## src/rtl/boot_uart_host.sv

```systemverilog
// ============================================================================
// Module   : boot_uart_host
// Purpose  : Initiator end of the UART bootloader link. Streams a program
//            image from a word-addressed source memory into a target IMEM
//            (load) or reads a target DMEM back word by word (dump).
//            Contains its own 8N1 transmitter, receiver and frame builder.
// Revision : 1.0 - initial release
// ============================================================================
`default_nettype none

module boot_uart_host #(
    parameter int CLK_FREQ       = 100_000_000,
    parameter int BAUD_RATE      = 115200,
    parameter int ADDR_WIDTH     = 10,
    parameter int DATA_WIDTH     = 32,
    parameter int TIMEOUT_CYCLES = 1_000_000
) (
    input  logic                  clk,
    input  logic                  rst,
    input  logic                  start,
    input  logic                  mode,
    input  logic [ADDR_WIDTH:0]   word_count,
    output logic [ADDR_WIDTH-1:0] src_addr,
    input  logic [DATA_WIDTH-1:0] src_data,
    output logic                  dump_valid,
    output logic [ADDR_WIDTH-1:0] dump_addr,
    output logic [DATA_WIDTH-1:0] dump_data,
    output logic                  busy,
    output logic                  done,
    output logic                  error,
    output logic                  tx,
    input  logic                  rx
);

    localparam int BAUD_DIV = CLK_FREQ / BAUD_RATE;
    localparam int BW       = $clog2(BAUD_DIV + 1);
    localparam int TW       = $clog2(TIMEOUT_CYCLES + 1);
    localparam logic [BW-1:0] DIV_M1   = BW'(BAUD_DIV - 1);
    localparam logic [BW-1:0] HALF_CNT = BW'(BAUD_DIV / 2);
    localparam logic [TW-1:0] TO_M1    = TW'(TIMEOUT_CYCLES - 1);

    typedef enum logic [2:0] {
        S_IDLE  = 3'd0,
        S_FETCH = 3'd1,
        S_SEND  = 3'd2,
        S_RECV  = 3'd3,
        S_NEXT  = 3'd4,
        S_FIN   = 3'd5
    } state_t;

    state_t                state_q, state_d;
    logic                  mode_q, mode_d;
    logic [ADDR_WIDTH:0]   wc_q, wc_d;
    logic [ADDR_WIDTH:0]   idx_q, idx_d;
    logic                  fetch_wait_q, fetch_wait_d;
    logic [31:0]           data_q, data_d;
    logic [2:0]            send_idx_q, send_idx_d;
    logic [1:0]            rxcnt_q, rxcnt_d;
    logic [TW-1:0]         to_q, to_d;
    logic [9:0]            tx_sh_q, tx_sh_d;
    logic                  tx_act_q, tx_act_d;
    logic [3:0]            tx_bit_q, tx_bit_d;
    logic [BW-1:0]         tx_cnt_q, tx_cnt_d;
    logic [ADDR_WIDTH-1:0] src_addr_q, src_addr_d;
    logic                  dump_valid_q, dump_valid_d;
    logic [ADDR_WIDTH-1:0] dump_addr_q, dump_addr_d;
    logic [31:0]           dump_data_q, dump_data_d;
    logic                  busy_q, busy_d;
    logic                  done_q, done_d;
    logic                  error_q, error_d;

    // Receiver registers
    logic                  rx_s1_q, rx_s2_q, rx_prev_q;
    logic                  rx_act_q;
    logic [3:0]            rx_bit_q;
    logic [BW-1:0]         rx_cnt_q;
    logic [7:0]            rx_sh_q;
    logic                  rx_vld_q;

    logic                  w_tx_end, w_tx_ready, w_tx_load;
    logic [2:0]            w_last_send;
    logic [ADDR_WIDTH:0]   w_idx_inc;
    logic [15:0]           w_addr16;
    logic [7:0]            w_frame_byte;

    assign tx         = tx_sh_q[0];
    assign src_addr   = src_addr_q;
    assign dump_valid = dump_valid_q;
    assign dump_addr  = dump_addr_q;
    assign dump_data  = dump_data_q;
    assign busy       = busy_q;
    assign done       = done_q;
    assign error      = error_q;

    // Receiver: 2-FF synchroniser, start-bit recheck, mid-bit sampling, stop-bit filter
    always_ff @(posedge clk) begin
        if (rst) begin
            rx_s1_q   <= 1'b1;
            rx_s2_q   <= 1'b1;
            rx_prev_q <= 1'b1;
            rx_act_q  <= 1'b0;
            rx_bit_q  <= 4'd0;
            rx_cnt_q  <= '0;
            rx_sh_q   <= 8'h00;
            rx_vld_q  <= 1'b0;
        end else begin
            rx_s1_q   <= rx;
            rx_s2_q   <= rx_s1_q;
            rx_prev_q <= rx_s2_q;
            rx_vld_q  <= 1'b0;
            if (!rx_act_q) begin
                if (rx_prev_q && !rx_s2_q) begin
                    rx_act_q <= 1'b1;
                    rx_bit_q <= 4'd0;
                    rx_cnt_q <= '0;
                end
            end else if (rx_bit_q == 4'd0) begin
                if (rx_cnt_q == HALF_CNT) begin
                    if (rx_s2_q) begin
                        rx_act_q <= 1'b0;   // line went back high: glitch
                    end else begin
                        rx_bit_q <= 4'd1;
                        rx_cnt_q <= '0;
                    end
                end else begin
                    rx_cnt_q <= rx_cnt_q + 1'b1;
                end
            end else if (rx_cnt_q == DIV_M1) begin
                rx_cnt_q <= '0;
                if (rx_bit_q == 4'd9) begin
                    rx_act_q <= 1'b0;
                    rx_vld_q <= rx_s2_q;    // a low stop bit drops the byte
                end else begin
                    rx_sh_q  <= {rx_s2_q, rx_sh_q[7:1]};
                    rx_bit_q <= rx_bit_q + 4'd1;
                end
            end else begin
                rx_cnt_q <= rx_cnt_q + 1'b1;
            end
        end
    end

    // State and datapath register bank
    always_ff @(posedge clk) begin
        if (rst) begin
            state_q      <= S_IDLE;
            mode_q       <= 1'b0;
            wc_q         <= '0;
            idx_q        <= '0;
            fetch_wait_q <= 1'b0;
            data_q       <= 32'h0;
            send_idx_q   <= 3'd0;
            rxcnt_q      <= 2'd0;
            to_q         <= '0;
            tx_sh_q      <= 10'h3FF;
            tx_act_q     <= 1'b0;
            tx_bit_q     <= 4'd0;
            tx_cnt_q     <= '0;
            src_addr_q   <= '0;
            dump_valid_q <= 1'b0;
            dump_addr_q  <= '0;
            dump_data_q  <= 32'h0;
            busy_q       <= 1'b0;
            done_q       <= 1'b0;
            error_q      <= 1'b0;
        end else begin
            state_q      <= state_d;
            mode_q       <= mode_d;
            wc_q         <= wc_d;
            idx_q        <= idx_d;
            fetch_wait_q <= fetch_wait_d;
            data_q       <= data_d;
            send_idx_q   <= send_idx_d;
            rxcnt_q      <= rxcnt_d;
            to_q         <= to_d;
            tx_sh_q      <= tx_sh_d;
            tx_act_q     <= tx_act_d;
            tx_bit_q     <= tx_bit_d;
            tx_cnt_q     <= tx_cnt_d;
            src_addr_q   <= src_addr_d;
            dump_valid_q <= dump_valid_d;
            dump_addr_q  <= dump_addr_d;
            dump_data_q  <= dump_data_d;
            busy_q       <= busy_d;
            done_q       <= done_d;
            error_q      <= error_d;
        end
    end

    // Next-state logic: transfer sequencing, frame byte selection, transmitter
    always_comb begin
        state_d      = state_q;
        mode_d       = mode_q;
        wc_d         = wc_q;
        idx_d        = idx_q;
        fetch_wait_d = fetch_wait_q;
        data_d       = data_q;
        send_idx_d   = send_idx_q;
        rxcnt_d      = rxcnt_q;
        to_d         = to_q;
        dump_valid_d = 1'b0;
        dump_addr_d  = dump_addr_q;
        dump_data_d  = dump_data_q;
        busy_d       = busy_q;
        done_d       = 1'b0;
        error_d      = error_q;
        w_tx_load    = 1'b0;

        // Transmitter is free now, or frees at this edge (stop bit just ending)
        w_tx_end    = tx_act_q && (tx_bit_q == 4'd9) && (tx_cnt_q == DIV_M1);
        w_tx_ready  = !tx_act_q || w_tx_end;
        w_last_send = mode_q ? 3'd2 : 3'd6;
        w_idx_inc   = idx_q + 1'b1;
        w_addr16    = 16'(idx_q[ADDR_WIDTH-1:0]);

        case (send_idx_q)
            3'd0:    w_frame_byte = mode_q ? 8'h44 : 8'h4C;
            3'd1:    w_frame_byte = w_addr16[15:8];
            3'd2:    w_frame_byte = w_addr16[7:0];
            3'd3:    w_frame_byte = data_q[7:0];
            3'd4:    w_frame_byte = data_q[15:8];
            3'd5:    w_frame_byte = data_q[23:16];
            3'd6:    w_frame_byte = data_q[31:24];
            default: w_frame_byte = 8'h00;
        endcase

        case (state_q)
            S_IDLE: begin
                if (start) begin
                    mode_d       = mode;
                    wc_d         = word_count;
                    idx_d        = '0;
                    error_d      = 1'b0;
                    busy_d       = 1'b1;
                    send_idx_d   = 3'd0;
                    fetch_wait_d = 1'b0;
                    if (word_count == '0) begin
                        state_d = S_FIN;
                    end else if (mode) begin
                        state_d = S_SEND;
                    end else begin
                        state_d = S_FETCH;
                    end
                end
            end
            S_FETCH: begin
                // src_addr already holds idx; memory answers one cycle later
                if (!fetch_wait_q) begin
                    fetch_wait_d = 1'b1;
                end else begin
                    data_d       = src_data;
                    fetch_wait_d = 1'b0;
                    state_d      = S_SEND;
                end
            end
            S_SEND: begin
                if (send_idx_q <= w_last_send) begin
                    if (w_tx_ready) begin
                        w_tx_load  = 1'b1;
                        send_idx_d = send_idx_q + 3'd1;
                        // Load frames move on while the last byte is on the
                        // wire so the next frame can follow without a gap.
                        if (!mode_q && (send_idx_q == w_last_send)) begin
                            send_idx_d = 3'd0;
                            state_d    = S_NEXT;
                        end
                    end
                end else if (!tx_act_q) begin
                    // Dump request fully sent: response window opens now
                    send_idx_d = 3'd0;
                    rxcnt_d    = 2'd0;
                    to_d       = '0;
                    state_d    = S_RECV;
                end
            end
            S_RECV: begin
                if (rx_vld_q) begin
                    dump_data_d = {rx_sh_q, dump_data_q[31:8]};
                    to_d        = '0;
                    rxcnt_d     = rxcnt_q + 2'd1;
                    if (rxcnt_q == 2'd3) begin
                        dump_valid_d = 1'b1;
                        dump_addr_d  = idx_q[ADDR_WIDTH-1:0];
                        state_d      = S_NEXT;
                    end
                end else if (to_q == TO_M1) begin
                    error_d = 1'b1;
                    state_d = S_FIN;
                end else begin
                    to_d = to_q + 1'b1;
                end
            end
            S_NEXT: begin
                if (w_idx_inc == wc_q) begin
                    // Hold busy until the final byte has left the line
                    if (!tx_act_q) begin
                        idx_d   = w_idx_inc;
                        state_d = S_FIN;
                    end
                end else begin
                    idx_d   = w_idx_inc;
                    state_d = mode_q ? S_SEND : S_FETCH;
                end
            end
            S_FIN: begin
                busy_d  = 1'b0;
                done_d  = 1'b1;
                state_d = S_IDLE;
            end
            default: state_d = S_IDLE;
        endcase

        src_addr_d = idx_d[ADDR_WIDTH-1:0];

        tx_sh_d  = tx_sh_q;
        tx_act_d = tx_act_q;
        tx_bit_d = tx_bit_q;
        tx_cnt_d = tx_cnt_q;
        if (tx_act_q) begin
            if (tx_cnt_q == DIV_M1) begin
                tx_cnt_d = '0;
                tx_bit_d = tx_bit_q + 4'd1;
                tx_sh_d  = {1'b1, tx_sh_q[9:1]};
                if (tx_bit_q == 4'd9) begin
                    tx_act_d = 1'b0;
                end
            end else begin
                tx_cnt_d = tx_cnt_q + 1'b1;
            end
        end
        if (w_tx_load) begin
            tx_sh_d  = {1'b1, w_frame_byte, 1'b0};
            tx_act_d = 1'b1;
            tx_bit_d = 4'd0;
            tx_cnt_d = '0;
        end
    end

endmodule

`default_nettype wire

```

## config.mk

```make
export PLATFORM = sky130hd
export DESIGN_NAME = boot_uart_host
export DESIGN_NICKNAME = d
export VERILOG_FILES = /design/src/rtl/boot_uart_host.sv
export SDC_FILE = /design/constraint.sdc
export NUM_CORES = 1
export LEC_CHECK = 0
export ABC_AREA = 1
export BUFFER_PORTS_ARGS = -buffer_cell sky130_fd_sc_hd__buf_2
export CAP_MARGIN = 20
export CORE_MARGIN = 5
export CORE_UTILIZATION = 55
export CTS_CLUSTER_DIAMETER = 30
export DETAILED_ROUTE_END_ITERATION = 8
export PLACE_DENSITY = 0.82
export SLEW_MARGIN = 20
export SYNTH_ARGS = -nofsm -noshare
export SYNTH_HDL_FRONTEND = slang
export SYNTH_SLANG_ARGS = --single-unit
```

## constraint.sdc

```tcl
create_clock -name clk -period 2.4 [get_ports clk]
set_input_delay 0.36 -clock clk [delete_from_list [all_inputs] [get_ports clk]]
set_output_delay 0.36 -clock clk [all_outputs]
set_load 0.02 [all_outputs]
```

After elaboration in Yosys (flattened, before gate mapping)
Cells that the tools add are included.
Widths: inputs -> output; s select.
{"block": "totals", "ff_bits": 181, "input_bits": 48, "out_inout_bits": 57, "wordCells": 201}
{"block": "op_classes", "addsub": 8, "magnitude_cmp": 1, "eq_ne": 39, "mux": 78, "bitwise": 6, "reduce_logical": 41}
{"cell": "$mux 20", "n": 4}
{"cell": "$mux 10", "n": 7}
{"cell": "$pmux 8 s7", "n": 1}
{"cell": "$mux 3", "n": 18}
{"cell": "$pmux 20 s2", "n": 1}
{"cell": "$mux 11", "n": 3}
{"cell": "$mux 4", "n": 8}
{"cell": "$mux 9", "n": 3}
{"cell": "$ne 3x3->1 const B", "n": 9}
{"cell": "$pmux 11 s2", "n": 1}
{"cell": "$mux 1", "n": 21}
{"cell": "$add 10x1->10 const B", "n": 2}
{"cell": "$add 20x1->20 const B", "n": 1}
{"cell": "$eq 10x10->1 const B", "n": 2}
{"cell": "$eq 20x20->1 const B", "n": 1}
{"cell": "$reduce_and 4->1", "n": 5}
{"cell": "$reduce_bool 2->1", "n": 9}
{"cell": "$reduce_and 2->1", "n": 8}
{"cell": "$eq 3x3->1 const B", "n": 5}
{"cell": "$pmux 3 s5", "n": 1}
{"cell": "$ne 2x2->1 const B", "n": 7}
{"cell": "$eq 3x2->1 const B", "n": 4}
{"cell": "$add 11x1->11 const B", "n": 1}
{"cell": "$eq 11x11->1", "n": 1}
{"cell": "29 further kinds", "n": 50}

Longest topological paths before layout
Gate-level depths: netlist of the first run.
{"block": "logic_depth", "word_depth": 9, "ltp_mapped": 17}

Worst setup path after synthesis of the first run
No wires, ideal clock.
{"block": "synth_timing", "path_kind": "flip-flop to flip-flop", "startpoint": "reg mode_q", "endpoint": "reg to_q[6]", "setup_time_ns": 0.115, "arrival_time_ns": 1.850, "t_required_ns": 2.285, "slack_ns": 0.435, "path_stages_with_launch": 11, "n_path_buf": 2, "synth_period_minus_slack_ns": 1.965, "cell_sequence": "dfxtp_1 -> ha_1 -> inv_1 -> o21ai_0 -> nor2_1 -> nand2_1 -> nand3_2 -> buf_4 -> buf_4 -> a21oi_1 -> nor2_1"}
{"block": "synth_between", "elab_chain_cells": 4}
{"item": "start: declaration", "line_no": "52", "source": "logic mode_q, mode_d;"}
{"item": "start signal: assignment", "line_no": "168", "source": "mode_q <= mode_d;"}
{"item": "$mux 3", "line_no": "212", "source": "w_last_send = mode_q ? 3'd2 : 3'd6;"}
{"item": "$le 3x3->1", "line_no": "257", "source": "if (send_idx_q <= w_last_send) begin"}
{"item": "$ne 2x2->1 (no line)"}
{"item": "$reduce_and 4->1 (no line)"}
{"item": "end signal: assignment", "line_no": "175", "source": "to_q <= to_d;"}
{"item": "end: declaration", "line_no": "59", "source": "logic [TW-1:0] to_q, to_d;"}
Every way passes these cells.
A chain may end at the register's enable or synchronous reset.

Final worst setup path of the first run
{"block": "layout_timing", "startpoint": "reg send_idx_q[2]", "endpoint": "reg to_q[10]"}
{"block": "layout_between", "elab_chain_cells": 3}
{"item": "start: declaration", "line_no": "57", "source": "logic [2:0] send_idx_q, send_idx_d;"}
{"item": "start signal: assignment", "line_no": "173", "source": "send_idx_q <= send_idx_d;"}
{"item": "$le 3x3->1", "line_no": "257"}
{"item": "$ne 2x2->1 (no line)"}
{"item": "$reduce_and 4->1 (no line)"}
Every way passes these cells.

==> results of run 1 <==
-- registers in the layout, summed over array words and instances, names as in the netlist, 2 cells and up --
name        cells
wc_q           11
rx_sh_q         8
send_idx_q      3
tx_cnt_q       10
rx_cnt_q       10
state_q         3
tx_bit_q        4
rx_bit_q        4
dump_addr      10
dump_data      32
tx_sh_q         9
data_q         32
idx_q          11
rxcnt_q         2
to_q           20
-- critical path: stages (launching register included) --
cell	delay (ns)
dfxtp_1	0.36
ha_1	0.28
inv_1	0.05
o21bai_1	0.11
o21ai_1	0.14
nor2_1	0.19
nand2_1	0.22
nand3_4	0.26
nand2_1	0.09
or2_2	0.28
a21oi_1	0.11
-- how the worst min path moves through the flow --
stage	startpoint	end	slack, ns	cells after the start
2_1_floorplan	rx_s1_q$_SDFF_PP1_	rx_s2_q$_SDFF_PP1_	0.39	1
3_3_place_gp	rx_s1_q$_SDFF_PP1_	rx_s2_q$_SDFF_PP1_	0.39	1
3_5_place_dp	rx_s1_q$_SDFF_PP1_	rx_s2_q$_SDFF_PP1_	0.40	1
4_1_cts	rx	rx_s1_q$_SDFF_PP1_	0.12	2
5_1_grt	rx	rx_s1_q$_SDFF_PP1_	0.13	2
6_report	rx	rx_s1_q$_SDFF_PP1_	0.14	2
-- through the flow --
stage	utilization [%]	worst slack [ns]	cell area (µm²)	hold slack (ns)	std cells
2_1_floorplan	-	0.4355	8532	0.3895	1229
3_3_place_gp	60.30	0.1877	9168	0.3925	1487
3_5_place_dp	60.30	0.1211	9168	0.3988	1487
4_1_cts	64.48	0.1003	9802	0.1213	1519
5_1_grt	64.71	0.003892	9837	0.1295	1519
6_report	64.71	0.2495	9837	0.1362	1519
-- kinds of logic after synthesis --
family | share of synthesized area (%)
adder cells (fa/ha/maj) | 2.493
AND/OR/NAND/NOR | 30.96
XOR/XNOR | 1.232
buffers and inverters | 8.359
flip-flops | 42.47
AO/OA/AOI/OAI | 14.49
-- placed cells by master, fill, tap and decap left out, types with 4 or more instances in the layout --
master and instances:
nor2_1 247, xor2_1 6, nand2_2 4, or2_2 6, ha_1 16, dfxtp_1 177
nand4_1 24, inv_8 4, o211ai_1 4, buf_2 104, a21oi_1 69, nor3_1 26
o21ai_0 128, xnor2_1 6, nor4_1 8, clkbuf_16 17, a211oi_1 5, buf_4 20
clkinv_8 6, nand3_1 78, inv_2 5, a221oi_1 8, inv_1 113, nand2_1 209
-- power by group through the flow --
stage                     combinational (mW)  sequential, mW  clock [mW]
after floorplan                         1.85            3.62           0
after global placement                  2.26            3.70           0
after detailed placement                2.30            3.71           0
after CTS                               2.34            3.65        2.94
after global routing                    2.68            3.72        3.07
final                                   2.38            3.68        2.90
-- layout make-up --
type	count	area, µm²	area share, %
clock buffers	17	425.4	4.325
clock inverters	15	209.0	2.124
inverters	118	442.9	4.503
multi-input cells	876	4223	42.93
flip-flops and latches	181	3631	36.91
well taps	188	235.2	2.391
repair buffers	124	670.6	6.818
-- layer usage --
metal,GRT usage (%),vias to the layer above
li1,-,4198
met1,31.54,3867
met2,38.88,230
met3,4.359,27
met4,6.731,0
met5,0,-
==> impl_metrics.ini, run 1 <==
[floorplan]
ioPinCount = 105
die-height_um = 134.6
rows = 45
initial_core_util_pct = 56.12
dieArea_um2 = 18100
core_area_um2 = 15200
chipWidth_um = 134.6

[route]
highest_layer = met4
drt_iter0_drc = 763
dr_wl_met2_um = 10080
drc = 0
totalWireLength_um = 21400
dr.pass1.iters = 6
routed_via_density = 5.479
ant_nets = 0
dr_total_vias = 8322
met3_length_um = 1057
wl_met1_um = 9962
wire_per_inst_um = 14.09

[worst_setup_path]
cp.required_ns = 2.78
crit_arrival_ns = 2.53
r2r_end = to_q[10]$_SDFFE_PP0P_
crit_start = send_idx_q[2]$_SDFFE_PP0P_
cp-endpoint = to_q[10]$_SDFFE_PP0P_
worstReg2RegStart = send_idx_q[2]$_SDFFE_PP0P_
cp-end-kind = flip-flop
start_kind = flip-flop
r2r_slack_ns = 0.25
reg2regPathDepth = 10
critPathKind = reg -> reg
crit_path_max_fanout = 18

[power]
power_switching_mw = 3.396
power.share.clock_pct = 32.4
leakage_nw = 4.415
power_mw = 8.962
p_seq_share_pct = 41.1
p_comb_share_pct = 26.5
switching_share_pct = 37.89
vdd_drop_max_mv = 0.6391
intPower_mw = 5.567
power_density_nw_per_um2 = 911.1

[cts]
h-tree-depth = 4
hold_buffers = 0
clk_latency_ns = 0.45
cts_buffers = 17
cts-root-buf = clkbuf_16
post_cts_buffers = 0
clock-sinks = 181
clk_path_buf_depth = 2
cts-resized-gates = 0
cts_tree = yes
path_clk_slew_ns = 0.08

[yosys]
syn_inst = 1229
synth-seq-cells = 181
syn_avg_cell_area_um2 = 6.942
netlist_area_um2 = 8532
yosys.area.top_type_share_pct = 42.47
yosysWarnings = 0
synth_common_cells = nor2_1 (247), nand2_1 (209), dfxtp_1 (181), o21ai_0 (129), inv_1 (114)
synthTopCellsByArea = dfxtp_1 (42%), nor2_1 (11%), nand2_1 (9.2%)
synthFlopType = dfxtp_1
syn_nets = 1294
synth_cell_types = 41
synth-async-reset-ratio_pct = 0
synth-seq-area-share_pct = 42.47
synth.largest_area_cell = dfxtp_1
yosysMostFrequentCell = nor2_1
synth_edf_count = 0

[timing]
setup_tns_ns = 0
period_needed_ns = 2.151
max_freq_ghz = 0.4650
hold_viol_final = 0
finalMaxSlewViolations = 0
rsz0062_at_grt = no
finClkSkew_ns = 0.01103
setup-violations-final = 0
final.period_utilization_pct = 89.60
max_slew_margin_pct = 52.16
worst_slew_pin_slew_ns = 0.7168

[global_routing]
grt_pass1_wl_um = 35410
antenna_found_initial = 0
first_global_vias = 7599
grt_max_degree = 60
gr-total-overflow = 0
grt_usage_pct = 23.50

[cells_and_area]
diodes = 0
final_nets = 1383
drive_above_1_share_pct = 14.12
area_growth_pct = 15.30
fill_cells = 1343

[place]
dp_hpwl_um = 15140
place_congestion = 0.8968
port_buffers = 104

[min_path]
hp-class = in -> reg

[outcome]
status = completed

[flow_run]
maxCapViolCount = 0
Power figures use the tool's default switching activity.
==> run 2, diff against run 1 <==
BUFFER_PORTS_ARGS = -buffer_cell sky130_fd_sc_hd__buf_4   (was -buffer_cell sky130_fd_sc_hd__buf_2)
SKIP_CTS_REPAIR_TIMING = 1   (was not set)
SKIP_LAST_GASP = 1   (was not set)
==> run 2 against run 1 <==
Compared with the run above: total power decreased by 0.20%; final cell count is 0.13% higher; flip-flop and latch count unchanged; routed wire length increased by 0.39%; critical path depth grew 3; first-iteration DRC count shrank 10%; die area did not move; largest power group unchanged.
==> impl_metrics.ini, run 2 (synthesized netlist as in run 1, its figures left out) <==
[cts]
clk_latency_ns = 0.44
cts_buffers = 17
cts_tree = yes
path_clk_slew_ns = 0.07
clock-sinks = 181
cts-root-buf = clkbuf_16
clk_path_buf_depth = 2
h-tree-depth = 4

[global_routing]
grt_pass1_wl_um = 34930
antenna_found_initial = 0
first_global_vias = 7420
grt_max_degree = 42
gr-total-overflow = 0
grt_usage_pct = 23.28

[floorplan]
core_area_um2 = 15200
chipWidth_um = 134.6
die-height_um = 134.6
dieArea_um2 = 18100
initial_core_util_pct = 56.12
rows = 45
ioPinCount = 105

[worst_setup_path]
crit_arrival_ns = 2.51
crit_start = idx_q[0]$_SDFFE_PP0P_
start_kind = flip-flop
critPathKind = reg -> reg
r2r_slack_ns = 0.22
cp.required_ns = 2.74
worstReg2RegStart = idx_q[0]$_SDFFE_PP0P_
r2r_end = idx_q[4]$_SDFFE_PP0P_
cp-end-kind = flip-flop
reg2regPathDepth = 13
crit_path_max_fanout = 11

[cells_and_area]
final_nets = 1385
drive_above_1_share_pct = 14.03
area_growth_pct = 18.17
final_area_um2 = 10080
fill_cells = 1303
diodes = 0
postLayoutCoreUtil_pct = 66.32
mostFrequentLayoutCells = nor2_1 (247), nand2_1 (209), dfxtp_1 (179)
mostFrequentLayoutCell = nor2_1

[route]
totalWireLength_um = 21490
dr_total_vias = 8286
drt_iter0_drc = 683
routed_via_density = 5.448
dr.pass1.iters = 6
wire_per_inst_um = 14.13
drc = 0
ant_nets = 0

[timing]
period_needed_ns = 2.177
worst_hold_slack_ns = 0.1127
rsz0062_at_grt = yes
finClkSkew_ns = 0.008639
finalMaxSlewViolations = 0
worst_slew_pin_slew_ns = 0.7177
final.period_utilization_pct = 90.70
max_freq_ghz = 0.4594
hold_viol_final = 0
setup-violations-final = 0
max_slew_margin_pct = 52.10

[place]
place_congestion = 0.8986
post_dp_cell_area_um2 = 9435
port_buffers = 104
dp_hpwl_um = 15080

[min_path]
hold_depth = 2
hold_path_end = rx_s1_q$_SDFF_PP1_
hp-class = in -> reg
worstHoldStart = rx

[flow_run]
maxCapViolCount = 0

[power]
leakage_nw = 4.467
power_density_nw_per_um2 = 887.2
vdd_drop_max_mv = 0.6643

[outcome]
status = completed
-- run 2: worst max-delay path, stage by stage (launching register included) --
cell and delay, ns:
dfxtp_2 0.39, ha_1 0.23, nand3_2 0.16, nor2_4 0.17
nand3_1 0.13, nand2_1 0.10, nand2_1 0.05, nand2_1 0.08
nand4_1 0.10, nor2_2 0.15, nand3_2 0.11, buf_4 0.21
a21oi_1 0.14, nor2_1 0.06
-- run 2: worst max path at each step --
stage,end,cells after the start
floorplan,to_q[6]$_SDFFE_PP0P_,10
global placement,to_q[9]$_SDFFE_PP0P_,9
detailed placement,to_q[9]$_SDFFE_PP0P_,9
CTS,to_q[9]$_SDFFE_PP0P_,9
global route,to_q[9]$_SDFFE_PP0P_,10
finish,idx_q[4]$_SDFFE_PP0P_,13
-- run 2: final cells by class --
cell class              instances  area, µm²  share of cell area, %
clock inverters                15      196.4                  1.948
well taps                     188      235.2                  2.333
clock buffers                  17      425.4                  4.219
flip-flops and latches        181       3626                  35.96
multi-input cells             877       4218                  41.83
repair buffers                125      938.4                  9.307
inverters                     118      442.9                  4.393
-- run 2: power by group --
| group | total [mW] | internal [mW] | switching (mW) |
|---|---|---|---|
| Clock | 2.86 | 1.43 | 1.42 |
| Sequential | 3.66 | 3.33 | 0.328 |
| Combinational | 2.43 | 0.847 | 1.58 |
| Total | 8.94 | 5.61 | 3.34 |
-- run 2: per-layer routing --
metal | global-route usage [%] | vias up | share of wire, %
li1 | - | 4200 | -
met1 | 30.52 | 3848 | 46
met2 | 38.69 | 223 | 48
met3 | 5.700 | 15 | 5.8
met4 | 5.995 | 0 | 0.95
met5 | 0 | - | 0
-- run 2: stage by stage --
step | worst slack (ns) | power (mW) | TNS, ns | std cells
after CTS | 0.03703 | 8.940 | 0 | 1520
after detailed placement | 0.04912 | 6.076 | 0 | 1488
after global placement | 0.1458 | 6.028 | 0 | 1488
final | 0.2232 | 8.945 | 0 | 1521
after floorplan | 0.4355 | 5.479 | 0 | 1229
after global routing | -0.008315 | 9.461 | -0.008315 | 1521
